<file path="src/rtl/gate_test_sequencer.sv">
// Self-test sequencer for 3-input gate blocks: applies all eight input vectors,
// waits SETTLE cycles per vector, compares against TRUTH and reports the result.
module gate_test_sequencer #(
    parameter int unsigned SETTLE = 2,
    parameter logic [7:0]  TRUTH  = 8'b1000_0000
) (
    input  logic       clk,
    input  logic       rst,
    input  logic       start,
    input  logic       abort,
    input  logic       y_in,
    output logic       a_out,
    output logic       b_out,
    output logic       c_out,
    output logic       busy,
    output logic       done,
    output logic       pass,
    output logic [3:0] err_count,
    output logic       fail_valid,
    output logic [2:0] fail_vec
);

    // state | meaning
    // IDLE  | gate inputs 0, waiting for start
    // WAIT  | vector applied, settle counter running
    // CHECK | one cycle: y_in compared with TRUTH[vec]
    // DONE  | one cycle: done pulse, pass latched on exit
    typedef enum logic [1:0] {IDLE, WAIT, CHECK, DONE} state_t;

    localparam logic [3:0] SETTLE_LOAD = (SETTLE == 0) ? 4'd0 : 4'(SETTLE - 1);
    localparam state_t     AFTER_VEC   = (SETTLE == 0) ? CHECK : WAIT;

    state_t     state, state_nxt;
    logic [2:0] vec, vec_nxt;
    logic [3:0] settle_cnt, settle_nxt;
    logic [3:0] err_nxt;
    logic       fvalid_nxt;
    logic [2:0] fvec_nxt;
    logic       pass_nxt;
    logic [2:0] gate_nxt;
    logic       mismatch;

    always_comb begin
        state_nxt  = state;
        vec_nxt    = vec;
        settle_nxt = settle_cnt;
        err_nxt    = err_count;
        fvalid_nxt = fail_valid;
        fvec_nxt   = fail_vec;
        pass_nxt   = pass;
        mismatch   = 1'b0;
        case (state)
            IDLE: begin
                if (start) begin
                    vec_nxt    = 3'd0;
                    err_nxt    = 4'd0;
                    fvalid_nxt = 1'b0;
                    fvec_nxt   = 3'd0;
                    pass_nxt   = 1'b0;
                    settle_nxt = SETTLE_LOAD;
                    state_nxt  = AFTER_VEC;
                end
            end
            WAIT: begin
                if (abort) begin
                    state_nxt = IDLE;
                end else if (settle_cnt == 4'd0) begin
                    state_nxt = CHECK;
                end else begin
                    settle_nxt = settle_cnt - 4'd1;
                end
            end
            CHECK: begin
                // an abort cancels the comparison of the vector being checked
                if (abort) begin
                    state_nxt = IDLE;
                end else begin
                    mismatch = (y_in != TRUTH[vec]);
                    if (mismatch) begin
                        err_nxt = err_count + 4'd1;
                        if (!fail_valid) begin
                            fvalid_nxt = 1'b1;
                            fvec_nxt   = vec;
                        end
                    end
                    if (vec == 3'd7) begin
                        state_nxt = DONE;
                    end else begin
                        vec_nxt    = vec + 3'd1;
                        settle_nxt = SETTLE_LOAD;
                        state_nxt  = AFTER_VEC;
                    end
                end
            end
            DONE: begin
                state_nxt = IDLE;
                if (!abort) begin
                    pass_nxt = (err_count == 4'd0);
                end
            end
            default: state_nxt = IDLE;
        endcase
        gate_nxt = (state_nxt == WAIT || state_nxt == CHECK) ? vec_nxt : 3'd0;
    end

    always_ff @(posedge clk) begin
        if (rst) begin
            state      <= IDLE;
            vec        <= 3'd0;
            settle_cnt <= 4'd0;
            a_out      <= 1'b0;
            b_out      <= 1'b0;
            c_out      <= 1'b0;
            busy       <= 1'b0;
            done       <= 1'b0;
            pass       <= 1'b0;
            err_count  <= 4'd0;
            fail_valid <= 1'b0;
            fail_vec   <= 3'd0;
        end else begin
            state      <= state_nxt;
            vec        <= vec_nxt;
            settle_cnt <= settle_nxt;
            a_out      <= gate_nxt[2];
            b_out      <= gate_nxt[1];
            c_out      <= gate_nxt[0];
            busy       <= (state_nxt != IDLE);
            done       <= (state_nxt == DONE);
            pass       <= pass_nxt;
            err_count  <= err_nxt;
            fail_valid <= fvalid_nxt;
            fail_vec   <= fvec_nxt;
        end
    end

endmodule

</file>
<file path="config.mk">
export PLATFORM = sky130hd
export DESIGN_NAME = gate_test_sequencer
export DESIGN_NICKNAME = d
export VERILOG_FILES = /design/src/rtl/gate_test_sequencer.sv
export SDC_FILE = /design/constraint.sdc
export NUM_CORES = 1
export LEC_CHECK = 0
export ABC_CLOCK_PERIOD_IN_PS = 2650
export BUFFER_PORTS_ARGS = -buffer_cell sky130_fd_sc_hd__buf_4
export CAP_MARGIN = 0
export CORE_MARGIN = 2
export CORE_UTILIZATION = 58
export CTS_BUF_LIST = sky130_fd_sc_hd__clkbuf_2 sky130_fd_sc_hd__clkbuf_4 sky130_fd_sc_hd__clkbuf_8
export DETAILED_ROUTE_END_ITERATION = 12
export GPL_ROUTABILITY_DRIVEN = 0
export PLACE_DENSITY = 0.91
export SYNTH_ARGS = -nofsm -noshare
export SYNTH_HDL_FRONTEND = slang
export SYNTH_SLANG_ARGS = --single-unit
</file>
<file path="constraint.sdc">
create_clock -name clk -period 2.65 [get_ports clk]
set_clock_uncertainty 0.1 [all_clocks]
set_input_delay 0.53 -clock clk [delete_from_list [all_inputs] [get_ports clk]]
set_output_delay 0.53 -clock clk [all_outputs]
set_load 0.1 [all_outputs]
</file>
==> flow_summary.yaml <==
sta:
  fmax_ghz: 0.4615
  hold_viol: 0
  drv_slew: 0
  layout_min_cycle_time_ns: 2.167
  min_period_over_period: 0.8178
  maxSlewHeadroom: 0.5570
  setup-tns-final_ns: 0
  rsz0062_at_grt: "false"
  holdWs_ns: 0.3301
  setup_viol: 0
  worst_slew_pin_slew_ns: 0.6562
  finalWorstSetupSlack_ns: 0.4830
min_path:
  hold_depth: 2
  hp-start: "abort"
  hold_class: "in2reg"
  hold_end: "state[1]"
yosys:
  synthCells: 137
  synth_area_per_cell_um2: 9.105
  yosysTopAreaCell: "dfxtp_1"
  synth_area_um2: 1247
  synth_top_cells_by_area: "dfxtp_1, ha_1, o211ai_1"
  ys_ff_latch: 24
  synth_top_area_share: 0.3852
  synth_fp_nets: 149
  synth_cell_types: 39
  synth_seq_area_share: 0.3852
  ys_warn_count: 0
route:
  ant_nets: 0
  drc_errors: 0
  vias: 1146
  totalWireLength_mm: 2.844
  top_layer: "met4"
  routedWlPerCell_um: 15.89
  vias_per_cell: 6.402
  drt_first_iter_violations: 56
  dr.pass1.iters: 4
  dr_wl_met2_mm: 1.363
  wl_met1_mm: 1.225
  met3_length_um: 203
clock_network:
  cts_tree: "yes"
  path_clk_slew_ns: 0.13
  hold_buffers: 0
  root_buffer: "clkbuf_4"
  numCtsBuffers: 3
  cts_setup_buffers: 0
  cts.sinks: 24
  cts_max_level: 1
  ctsResizeCount: 0
  insertion_delay_ns: 0.31
  clk_path_buf_depth: 2
critical_path:
  path_delay_family: "simple AND/OR/NAND/NOR gates"
  r2r_cells: 6
  crit_arrival_ns: 2.32
  path_class: "reg2reg"
  end_kind: "register"
  cp_cell_sequence: "nor4bb_1 -> a22oi_1 -> or2_2 -> ha_1 -> nand2_1 -> a31oi_1"
  path_max_fanout: 10
  r2r_slack_ns: 0.48
  slowest_delay_ns: 0.54
  crit_buf_inv: 0
  r2r_start: "state[0]"
  crit_required_ns: 2.80
  start_kind: "register"
  cpMaxStageDelayCell: "dfxtp_1"
  rr_endpoint: "b_out"
grt:
  grt_use_total: 0.2351
  grt_pass1_wl_mm: 4.609
  grt_start_max_net_pins: 19
  overflow: 0
  antenna_found_initial: 0
  grt_pass1_vias: 1037
power_and_ir_drop:
  powerDensity_nw_per_um2: 507.7
  vdd_drop_max_v: 0.0002895
  totalPowerFinal_mw: 0.7248
  power_leakage_nw: 0.5607
die:
  rows: 16
  io-pin-count: 19
  design.core.area_um2: 2002
  die_y_um: 50.38
  dieArea_um2: 2538
  initial_core_util: 0.6231
  die_w_um: 50.38
final_layout:
  fillers: 158
  instances_no_fill: 179
  num_antenna_cells: 0
  regArea_um2: 480.5
  layout.nets: 165
  fin_util: 0.7131
  syn_to_final_growth_pct: 14.44
  final_cell_mix: "dfxtp_1, buf_4, inv_1"
  drive_above_1_share: 0.1908
  final_area_um2: 1428
  multi_input_area_um2: 681.9
  final_common_cell: "dfxtp_1"
place:
  port_buffers: 18
  hpwl_mm: 1.981
  dpl_worst_slack_ns: 0.5664
  dp_cells: 175
  post_dp_cell_area_um2: 1391
run_status:
  status: "complete, no violations"
flow_run:
  maxCapViolations: 0
## metal layers
layer | global-route usage | up-vias
li1 | - | 544
met1 | 0.3009 | 526
met2 | 0.3860 | 68
met3 | 0.03571 | 8
met4 | 0.1126 | 0
met5 | 0 | -
## cells by family (layout without fill, tap and decap cells)
family / after synthesis / in the layout / share of synthesized area
fa+ha+maj: 7 / 7 / 0.07021
mux: 3 / 3 / 0.02407
xor+xnor: 2 / 2 / 0.01404
flops: 24 / 24 / 0.3852
simple gates: 40 / 40 / 0.2026
compound gates: 41 / 41 / 0.2357
buf+inv: 20 / 35 / 0.06821
## sequential cells by signal, indices dropped and copies added (netlist names), named ones only
register    cells
b_out           1
done            1
vec             3
state           2
c_out           1
settle_cnt      4
pass            1
a_out           1
busy            1
fail_valid      1
err_count       4
fail_vec        3
## area by class of cell
cell class | count | share of cell area
repair buffers | 21 | 0.1104
clock buffers | 4 | 0.02542
flip-flops and latches | 24 | 0.3365
well taps | 27 | 0.02366
multi-input cells | 93 | 0.4777
inverters | 10 | 0.02629
## worst max path at each step
stage                     startpoint  endpoint  slack (ns)  depth (start not counted)
after global routing        state[0]     c_out        0.39                          6
final                       state[0]     b_out        0.48                          6
after CTS                   state[0]     b_out        0.53                          6
after floorplan                abort     b_out        0.50                          8
after detailed placement    state[0]     b_out        0.57                          6
after global placement         abort     b_out        0.63                          6
## Yosys cell counts
library cell and number:
and2_1 1, nor2_1 6, buf_6 1, a21oi_1 9
inv_1 10, nor2b_1 2, or4_1 2, nand2b_1 4
nand4b_1 4, or3b_1 1, xnor2_1 1, nand3_1 4
a211o_1 1, buf_2 2, a2111oi_0 3, nand3b_1 1
ha_1 7, clkbuf_1 7, o211ai_1 8, nor4bb_1 2
mux2i_1 3, a21o_1 2, nand2_1 4, o311ai_0 4
a311oi_1 1, nor3b_2 1, xor2_1 1, nor3b_1 1
or3_1 2, a211oi_1 3, a31o_2 1, a22oi_1 2
or3b_2 1, nor4_1 2, or2_2 1, o2111ai_1 2
nor3_1 1, dfxtp_1 24, a31oi_1 5
## power breakdown
| group | total (mW) | switching, mW | internal [mW] |
|---|---|---|---|
| clock network | 0.193 | 0.109 | 0.0839 |
| logic | 0.142 | 0.0889 | 0.0530 |
| registers | 0.390 | 0.0156 | 0.375 |
| total | 0.725 | 0.213 | 0.511 |
Power figures use the tool's default switching activity.
